File: src/rtl/magnetron_timer.sv
`timescale 1ns/1ps
`default_nettype none
// ============================================================================
// Module      : magnetron_timer
// Description : Magnetron on/off SR register plus a BCD mm:ss cooking-time
//               countdown that raises timer_done at 00:00.
// Revision    : 1.0 - initial release
// ============================================================================
module magnetron_timer #(
  parameter int CLK_DIV = 50000000
) (
  input  logic       clk,
  input  logic       rstn,
  input  logic       set,
  input  logic       reset,
  input  logic       clearn,
  input  logic       loadn,
  input  logic [3:0] data,
  output logic       mag_on,
  output logic       timer_done,
  output logic [3:0] min_tens,
  output logic [3:0] min_ones,
  output logic [3:0] sec_tens,
  output logic [3:0] sec_ones
);

  localparam int            PW        = (CLK_DIV > 1) ? $clog2(CLK_DIV) : 1;
  localparam logic [PW-1:0] PRESC_MAX = PW'(CLK_DIV - 1);

  logic          mag_on_q,   mag_on_d;
  logic [PW-1:0] presc_q,    presc_d;
  logic [3:0]    min_tens_q, min_tens_d;
  logic [3:0]    min_ones_q, min_ones_d;
  logic [3:0]    sec_tens_q, sec_tens_d;
  logic [3:0]    sec_ones_q, sec_ones_d;

  logic zero_w;
  logic counting_w;
  logic tick_w;
  logic load_ok_w;

  assign zero_w     = (min_tens_q == 4'd0) && (min_ones_q == 4'd0) &&
                      (sec_tens_q == 4'd0) && (sec_ones_q == 4'd0);
  assign counting_w = mag_on_q && !zero_w;
  assign tick_w     = counting_w && (presc_q == PRESC_MAX);
  assign load_ok_w  = !loadn && !mag_on_q && (data <= 4'd9);

  // Reset dominates set; set cannot start the magnetron with no time left.
  always_comb begin
    mag_on_d = mag_on_q;
    if (reset)
      mag_on_d = 1'b0;
    else if (set && !zero_w)
      mag_on_d = 1'b1;
  end

  always_comb begin
    presc_d = presc_q + PW'(1);
    if (!counting_w || reset || tick_w)
      presc_d = '0;
  end

  always_comb begin
    min_tens_d = min_tens_q;
    min_ones_d = min_ones_q;
    sec_tens_d = sec_tens_q;
    sec_ones_d = sec_ones_q;
    if (!clearn) begin
      min_tens_d = 4'd0;
      min_ones_d = 4'd0;
      sec_tens_d = 4'd0;
      sec_ones_d = 4'd0;
    end else if (load_ok_w) begin
      min_tens_d = min_ones_q;
      min_ones_d = sec_tens_q;
      sec_tens_d = sec_ones_q;
      sec_ones_d = data;
    end else if (tick_w) begin
      // Borrow ripples upward; a tick never happens at 00:00.
      if (sec_ones_q != 4'd0) begin
        sec_ones_d = sec_ones_q - 4'd1;
      end else begin
        sec_ones_d = 4'd9;
        if (sec_tens_q != 4'd0) begin
          sec_tens_d = sec_tens_q - 4'd1;
        end else begin
          sec_tens_d = 4'd5;
          if (min_ones_q != 4'd0) begin
            min_ones_d = min_ones_q - 4'd1;
          end else begin
            min_ones_d = 4'd9;
            min_tens_d = min_tens_q - 4'd1;
          end
        end
      end
    end
  end

  always_ff @(posedge clk or negedge rstn) begin
    if (!rstn) begin
      mag_on_q   <= 1'b0;
      presc_q    <= '0;
      min_tens_q <= 4'd0;
      min_ones_q <= 4'd0;
      sec_tens_q <= 4'd0;
      sec_ones_q <= 4'd0;
    end else begin
      mag_on_q   <= mag_on_d;
      presc_q    <= presc_d;
      min_tens_q <= min_tens_d;
      min_ones_q <= min_ones_d;
      sec_tens_q <= sec_tens_d;
      sec_ones_q <= sec_ones_d;
    end
  end

  assign mag_on     = mag_on_q;
  assign timer_done = zero_w;
  assign min_tens   = min_tens_q;
  assign min_ones   = min_ones_q;
  assign sec_tens   = sec_tens_q;
  assign sec_ones   = sec_ones_q;

endmodule
`default_nettype wire

File: config.mk
export PLATFORM = sky130hd
export DESIGN_NAME = magnetron_timer
export DESIGN_NICKNAME = d
export VERILOG_FILES = /design/src/rtl/magnetron_timer.sv
export SDC_FILE = /design/constraint.sdc
export NUM_CORES = 1
export LEC_CHECK = 0
export ABC_AREA = 1
export BUFFER_PORTS_ARGS = -buffer_cell sky130_fd_sc_hd__buf_2
export CAP_MARGIN = 20
export CORE_ASPECT_RATIO = 1.1
export CORE_MARGIN = 2
export CORE_UTILIZATION = 56
export CTS_CLUSTER_SIZE = 12
export DETAILED_ROUTE_END_ITERATION = 8
export PLACE_DENSITY = 0.77
export SLEW_MARGIN = 30
export SYNTH_ARGS = -nofsm -noshare
export SYNTH_HDL_FRONTEND = slang
export SYNTH_SLANG_ARGS = --single-unit
File: constraint.sdc
create_clock -name clk -period 3.15 [get_ports clk]
set_input_delay 0.315 -clock clk [delete_from_list [all_inputs] [get_ports clk]]
set_output_delay 0.315 -clock clk [all_outputs]
set_load 0.05 [all_outputs]
==> metrics.txt, run 1 <==
die area=between 5000 and 6000 um2; Clock Skew=6.26 ps; FP Rows=26; Synth Area per Inst=about 7.5 um2; Clock Sinks=between 40 and 50; post-synthesis sequential area ratio=0.412; simple-gate share of the synthesized area=0.332; port bufs=27; Fmax=470 MHz; CP Data Arrival Time=about 1800 ps; Fin. Hold Viols=0; Buf/Inv on CP=2; status=complete, no violations; Post-CTS Setup Repair Bufs=0; mux contribution to synthesized area=0; Synth Flop Type=dfrtp_1; beginning of the critical path=min_tens[0]$_DFFE_PN0P_; TritonRoute pass-1 iters=4; setup ws final=about 1000 ps; pin count of the biggest net entering global routing=44; Pwr per Cell Area=between 600 and 700 nW/um2; worst skew pair latency=just under 300 ps; diodes inserted=0; vias=approximately 2400; setup TNS=0 ps; Routed WL=roughly 5.9 mm; first-pass GRT wire length=between 9 and 10 mm; Worst Setup Start Kind=flop; met2 Resource Use GR=0.436; grt peak-use layer=met2; RR Startpoint=mag_on$_DFFE_PN0P_; most frequent cells in the layout=71 x nand2_1, 55 x nor2_1, 43 x dfrtp_1, 40 x inv_1, 26 x buf_2; antenna viol nets, final=0; unrepaired setup endpoints after global routing=no; IO Count=28; hpwl dp=4.60 mm; adder-cell share of the synthesized area=0.0144; DR WL/cell=around 14 um; GP Congestion=a little over 0.9; Compound-Gate Fraction of Synth Area=0.117; Initial Util=0.574; Min-Delay Path Class=in2async; R2R depth=8; Final nets=around 390; largest family of logic cells by synthesized area=simple AND/OR/NAND/NOR gates; Tot GR Track Use=0.235; die height=75.6 um; root buffer cell=clkbuf_8; Post-Syn Nets=362; GRT overflow=0; min Tclk post-route=roughly 2100 ps; Crit path largest cell delay=around 430 ps; post-layout util=0.634; Final Cycle Share=0.676; R2R setup slack=between 1000 and 1500 ps; slew of the pin with the lowest slew margin=between 500 and 600 ps; Detailed Route Iter0 Violations=roughly 170; CTS hold repair buffers=0; Multi-input gate area=1340 um2; max_cap viols=0; post-synthesis cell type count=33; synthesis warning total=0; Post-synth ARST share=1.00; crit-path leading delay family=simple AND/OR/NAND/NOR gates; cts repair resizes=0; vias per std cell=approximately 5.6; pre-CTS WS=1060 ps; Final Max Tran Viols=0; initial antenna violation count=0; Cells after Synth=349; mapped cell area=~2600 um2; CTS tree=built; most common cell after layout, fill and taps aside=nand2_1; DRC Markers=0; met1 global-route usage=0.254; fillers=436; critical-path cell list=inv_1 > ha_1 > nand3_1 > nor4_1 > buf_2; Setup violations, final=0; flops & latches, synth=43; clock-pin transition on the worst setup and hold timing paths=approximately 80 ps; met3 usage=0.0410; Rel. slew slack=0.602; Register Area=1080 um2; Max VDD drop=between 400 and 500 uV; TritonCTS buffer count=5; CTS H-tree depth=2; Layout area overhead=10.5%; Max stage delay cell, worst path=dfrtp_1; Critical Path RT=roughly 2800 ps; die width=between 60 and 70 um; number of global-route vias before repair=about 2200; Pwr Total=1.76 mW; layout cell share with drive strength beyond 1=0.158; reg2reg end=min_tens[2]$_DFFE_PN0P_; XOR/XNOR share of the synthesized area=0.0503; Pleak=1.30 nW; number of flops mapped to enable cells by yosys=0; WS Path Type=reg2out; area of the core=4550 um2; largest fanout on the critical path=4; Crit. End Element=output port; clk buf depth=2; hold slack final=roughly 3.6 ps
-- cells by family after synthesis --
group,Yosys count
xor gates and xnor gates,15
DFF,43
buffers and inverters,46
AOI/OAI and AO/OA,55
and+or+nand+nor,187
adders and majority gates,3
-- sequential cells by signal (all words and copies together), names as in the netlist --
name,count
sec_ones,4
min_ones,4
presc_q,26
sec_tens,4
mag_on,1
min_tens,4
-- worst max-delay path by stage --
stage,slack (ps),end,depth (start not counted)
2_1_floorplan,290,timer_done,4
3_3_place_gp,1220,min_tens[0]$_DFFE_PN0P_,9
3_5_place_dp,1060,min_tens[3]$_DFFE_PN0P_,9
4_1_cts,1030,timer_done,5
5_1_grt,950,min_tens[2]$_DFFE_PN0P_,8
6_report,1020,timer_done,5
-- Yosys cell counts, types with 3 or more instances --
cell type  instances  area share
dfrtp_1           43        0.41
nand2_4            3       0.013
nand2_2            5       0.012
nor2_4             3       0.013
nor3_1            12       0.023
nor2_1            55       0.079
ha_1               3       0.014
o21ai_0           25       0.048
xnor2_1            5       0.017
nor2_2             9       0.022
a21oi_1           20       0.038
xor2_1            10       0.034
inv_1             40       0.057
nand4_1           13       0.031
nand3_1           10       0.019
nand2_1           71        0.10
-- metrics by stage --
stage,instance area [um2],std cells
final,2890,436
after global routing,2890,436
after CTS,2880,436
after detailed placement,2780,428
after global placement,2780,428
after floorplan,2610,349
-- area by class of cell --
cell class	count	area share
multi-input cells	260	0.465
clock buffers	8	0.0347
inverters	42	0.0555
repair buffers	27	0.0477
flip-flops and latches	43	0.373
well taps	56	0.0243
-- power by group --
part | switching [mW] | internal, mW | total (mW)
registers | 0.0896 | 0.613 | 0.703
clock network | 0.178 | 0.200 | 0.378
logic | 0.498 | 0.185 | 0.684
total | 0.766 | 0.999 | 1.76
-- metal layers --
layer | share of wire | up-vias
met4 | 0.042 | 0
met1 | 0.39 | 1138
met2 | 0.52 | 73
met3 | 0.040 | 22
met5 | 0 | -
li1 | - | 1196
Power figures use the tool's default switching activity.
==> inputs of run 2 (changes only) <==
--- a/config.mk
+++ b/config.mk
@@ -5,7 +5,7 @@
 export SDC_FILE = /design/constraint.sdc
 export NUM_CORES = 1
 export LEC_CHECK = 0
-export ABC_AREA = 1
+export ABC_AREA = 0
 export BUFFER_PORTS_ARGS = -buffer_cell sky130_fd_sc_hd__buf_2
 export CAP_MARGIN = 20
 export CORE_ASPECT_RATIO = 1.1
==> constraint.sdc (replaced) <==
create_clock -name clk -period 2.2 [get_ports clk]
set_input_delay 0.22 -clock clk [delete_from_list [all_inputs] [get_ports clk]]
set_output_delay 0.22 -clock clk [all_outputs]
set_load 0.05 [all_outputs]
==> metrics.txt, run 2 <==
most frequent cell after synthesis=dfrtp_1; Synth Area per Inst=between 8 and 9 um2; FP Rows=25; Compound-Gate Fraction of Synth Area=0.102; post-layout instance area=between 3000 and 4000 um2; diodes inserted=0; Synth Flop Type=dfrtp_1; initial antenna violation count=0; Pwr per Cell Area=about 570 nW/um2; GP Congestion=0.864; setup TNS=-4.72 ps; Final Max Tran Viols=0; number of global-route vias before repair=roughly 2300; mux contribution to synthesized area=0.00404; synthesis warning total=0; first-pass GRT wire length=between 9 and 10 mm; Max VDD drop=390 uV; worst hold stages=2; number of flops mapped to enable cells by yosys=0; top-area cell type share of the netlist area=0.434; mapped cell area=~2500 um2; hpwl dp=between 4 and 5 mm; adder-cell share of the synthesized area=0.0151; vias=approximately 2400; layout cell share with drive strength beyond 1=0.313; largest family of logic cells by synthesized area=simple AND/OR/NAND/NOR gates; failing checks=setup timing; GRT overflow=0; final cell count without fillers=~410; Rel. slew slack=0.649; Tot GR Track Use=0.255; DR WL/cell=around 15 um; Cells after Synth=around 280; min Tclk post-route=between 2000 and 2500 ps; Clock Sinks=43; Largest register FFs=26; post-synthesis cell type count=46; DRC Markers=0; antenna viol nets, final=0; R2R depth=5; top post-synthesis cells by count=43 x dfrtp_1, 41 x nor2_1, 25 x nand3_1, 20 x nand2_1, 20 x xor2_1; TritonCTS buffer count=5; unrepaired setup endpoints after global routing=yes; simple-gate share of the synthesized area=0.312; Post-Syn Nets=292; CTS H-tree depth=2; Synth area leader=dfrtp_1; Crit. End Element=flop; IO Count=28; die height=around 74 um; Critical Path RT=2420 ps; Initial Util=0.579; Largest Register=presc_q; most frequent cells in the layout=47 x buf_4, 41 x nor2_1, 39 x dfrtp_1, 26 x buf_2, 24 x nand3_1; max_cap viols=0; top cells by area, synth=dfrtp_1 43%, xor2_1 7.1%, nor2_1 6.2%; largest fanout on the critical path=5; Pwr Total=1.83 mW; pin count of the biggest net entering global routing=26; flops & latches, synth=43; area of the core=~4300 um2; port bufs=27; die area=approximately 5000 um2; dpl cell area=roughly 3000 um2; Post-synth ARST share=1.00; clk buf depth=2; die width=just under 70 um; Layout area overhead=29.2%; Clock Skew=between 8 and 9 ps; Routed WL=between 5 and 6 mm; root buffer cell=clkbuf_8; Setup violations, final=1; Fmax=roughly 450 MHz; Pleak=1.38 nW; Min-Delay Path Class=in2reg; Detailed Route Iter0 Violations=219; Final Cycle Share=1.00; clock-pin transition on the worst setup and hold timing paths=~80 ps; TritonRoute pass-1 iters=5; CP Data Arrival Time=2420 ps; post-synthesis sequential area ratio=0.434; slew of the pin with the lowest slew margin=about 530 ps; CTS tree=built; most common cell after layout, fill and taps aside=buf_4; WS Path Type=reg2reg; worst skew pair latency=290 ps; Fin. Hold Viols=0; vias per std cell=5.87; status=finished with violations; setup ws final=-4.72 ps; dpl cells=approximately 400; XOR/XNOR share of the synthesized area=0.0954; Worst Setup Start Kind=flop; Final nets=approximately 360
[run 2: changes by cell type after synthesis, sizes merged, moves of 7 or more]
cell    delta
a31oi      +7
a21oi     -14
nand2     -59
o21ai     -10
inv       -36
xor2      +10
clkbuf     +7
nand3     +14
nor2      -26
[run 2: final timing paths]
check	startpoint	endpoint	slack (ps)
worst min-delay path	reset	mag_on$_DFFE_PN0P_	100
worst min register to register	presc_q[0]$_DFF_PN0_	presc_q[0]$_DFF_PN0_	540
min in group asynchronous	rstn	min_tens[3]$_DFFE_PN0P_	430
max in group asynchronous	rstn	presc_q[25]$_DFF_PN0_	1100
worst max register to register	presc_q[10]$_DFF_PN0_	sec_tens[2]$_DFFE_PN0P_	-5
worst max-delay path	presc_q[10]$_DFF_PN0_	sec_tens[2]$_DFFE_PN0P_	-5
[run 2: logic make-up (layout without fill, tap and decap cells)]
group,Yosys count,in the layout
AND/OR/NAND/NOR,145,145
flip-flops,43,43
AO/OA/AOI/OAI,42,42
XOR/XNOR,27,27
buffers and inverters,18,90
adder cells (fa/ha/maj),3,3
multiplexers,1,1
[run 2: final cells by class]
class                           instances  area [um2]
Inverter                                6        26.3
Multi-Input combinational cell        218        1410
Fill cell                             309        1080
Timing Repair Buffer                   76         520
Clock buffer                            8         100
Sequential cell                        43        1080
Tap cell                               54        67.6
[run 2: repair_timing]
item	4_1_cts	5_1_grt
resized for setup	2	8
buffers inserted	2	3
hold buffers	1	0
endpoints found under the setup margin	4	11
endpoints found under the hold margin	22	0
pin swaps	2	4
[run 2: routing by layer]
layer	routed length (um)	track usage
met3	245	0.0536
met5	0	0
met1	2450	0.290
met4	87	0.107
met2	3150	0.459
[run 2: report_power, final]
group	total [mW]	internal [mW]	switching, mW
clock network	0.546	0.287	0.260
registers	0.836	0.813	0.0230
logic	0.446	0.160	0.285
[run 2: worst max-delay path, cell delays in order (launching register included)]
cell	delay (ps)
dfrtp_1	370
or3b_1	390
or3_1	380
or4_4	440
or4_1	410
a31oi_1	140
[run 2: through the flow]
stage,hold WS [ps],utilization,setup WS (ps)
CTS,95.6,0.732,-21.2
global route,96.4,0.747,-80.8
floorplan,-75.6,-,-142
finish,99.7,0.747,-4.72
global placement,221,0.699,-95.4
detailed placement,223,0.699,-126
==> inputs of run 3 (changes only) <==
--- a/config.mk
+++ b/config.mk
@@ -13,7 +13,9 @@
 export CORE_UTILIZATION = 56
 export CTS_CLUSTER_SIZE = 12
 export DETAILED_ROUTE_END_ITERATION = 8
+export MAX_ROUTING_LAYER = met4
 export PLACE_DENSITY = 0.77
+export REMOVE_ABC_BUFFERS = 1
 export SLEW_MARGIN = 30
 export SYNTH_ARGS = -nofsm -noshare
 export SYNTH_HDL_FRONTEND = slang
==> metrics.txt, run 3 (synthesized netlist as in run 2, its figures left out) <==
most frequent cells in the layout=43 x dfrtp_1, 41 x nor2_1, 41 x buf_4, 26 x buf_2, 25 x nand3_1; Most Frequent Cell on Critical Path=or4_4; Final Cycle Share=0.995; first-pass GRT wire length=around 10 mm; diodes inserted=0; die width=between 60 and 70 um; clock-pin transition on the worst setup and hold timing paths=around 80 ps; Rel. slew slack=0.646; Max VDD drop=approximately 440 uV; min Tclk post-route=about 2200 ps; Clock Skew=14.1 ps; Min-Delay Path Class=in2reg; Detailed Route Iter0 Violations=between 200 and 250; CTS tree=built; Initial Util=0.579; CP Data Arrival Time=between 2000 and 2500 ps; grt peak-use layer=met2; Pleak=approximately 1.3 nW; Crit. End Element=flop; unrepaired setup endpoints after global routing=yes; met1 global-route usage=0.319; DR WL/cell=14.6 um; Fin. Hold Viols=0; DRC Markers=0; area of the core=about 4300 um2; Critical Path RT=2420 ps; Final Max Tran Viols=0; Largest register FFs=26; TritonRoute pass-1 iters=4; Routed WL=about 5.8 mm; Max stage delay cell, worst path=or4_4; number of global-route vias before repair=2172; Crit path depth=5; met3 usage=0.0521; CP Capture Point=sec_tens[2]$_DFFE_PN0P_; TritonCTS buffer count=5; worst skew pair latency=around 300 ps; slew of the pin with the lowest slew margin=531 ps; RR Startpoint=presc_q[18]$_DFF_PN0_; R2R depth=5; Pwr Total=between 1.5 and 2 mW; CTS H-tree depth=2; largest fanout on the critical path=5; max_cap viols=0; hold slack final=between 100 and 150 ps; Fmax=457 MHz; clk buf depth=2; critical-path cell list=or3b_1 > or3_1 > or4_4 > or4_4 > a31oi_1; Final nets=between 300 and 400; GP Congestion=between 0.8 and 0.9; worst hold start=reset; IO Count=28; Pwr per Cell Area=roughly 560 nW/um2; pin count of the biggest net entering global routing=44; Crit path largest cell delay=440 ps; R2R setup slack=10 ps; Setup violations, final=0; Largest Register=presc_q; layout cell share with drive strength beyond 1=0.268; Worst Setup Start Kind=flop; die height=approximately 74 um; most common cell after layout, fill and taps aside=dfrtp_1; GRT overflow=0; vias per std cell=a little under 6; hpwl dp=around 4.2 mm; Buf/Inv on CP=0; crit-path leading delay family=simple AND/OR/NAND/NOR gates; root buffer cell=clkbuf_8; Tot GR Track Use=0.268; port bufs=27; Clock Sinks=43; reg2reg end=sec_tens[2]$_DFFE_PN0P_; initial antenna violation count=0; antenna viol nets, final=0; met2 Resource Use GR=0.457; beginning of the critical path=presc_q[18]$_DFF_PN0_; die area=between 4000 and 5000 um2; Layout area overhead=24.4%; WS Path Type=reg2reg; setup TNS=0 ps; status=complete, no violations; vias=2300; FP Rows=25
[run 3: timing repair]
item / 4_1_cts / 5_1_grt
pin swaps: 4 / 3
hold buffers: 1 / 0
endpoints found under the setup margin: 6 / 6
gates resized for setup: 8 / 5
hold endpoints to repair: 6 / 0
setup buffers: 0 / 1
[run 3: worst min-delay path by stage]
| stage | end | cells after the start |
|---|---|---|
| after CTS | mag_on$_DFFE_PN0P_ | 2 |
| after global placement | min_ones[1]$_DFFE_PN0P_ | 2 |
| after detailed placement | min_tens[3]$_DFFE_PN0P_ | 2 |
| final | mag_on$_DFFE_PN0P_ | 2 |
| after floorplan | mag_on$_DFFE_PN0P_ | 0 |
| after global routing | mag_on$_DFFE_PN0P_ | 2 |
[run 3: final cells by class]
cell class	instances	area (um2)
Clock buffer	6	72.6
Timing Repair Buffer	70	475
Tap cell	54	67.6
Fill cell	334	1200
Inverter	6	22.5
Sequential cell	43	1080
Multi-Input combinational cell	218	1370
[run 3: metrics by stage]
| step | cell area [um2] | cells | util | setup WS (ps) |
|---|---|---|---|---|
| after floorplan | 2410 | 267 | - | -486 |
| after global placement | 2930 | 389 | 0.684 | -24.8 |
| after detailed placement | 2930 | 389 | 0.684 | -85.5 |
| after CTS | 3050 | 396 | 0.712 | 9.25 |
| after global routing | 3090 | 397 | 0.720 | -73.3 |
| final | 3090 | 397 | 0.720 | 11.3 |
[run 3: routing by layer]
layer	vias up	part of all wire
met3	6	0.046
met2	63	0.53
li1	1125	-
met5	-	0
met1	1106	0.42
met4	0	0.0079
[run 3: power breakdown]
| group | switching [mW] | total, mW | internal [mW] |
|---|---|---|---|
| registers | 0.0205 | 0.833 | 0.813 |
| logic | 0.280 | 0.439 | 0.159 |
| clock network | 0.248 | 0.459 | 0.212 |
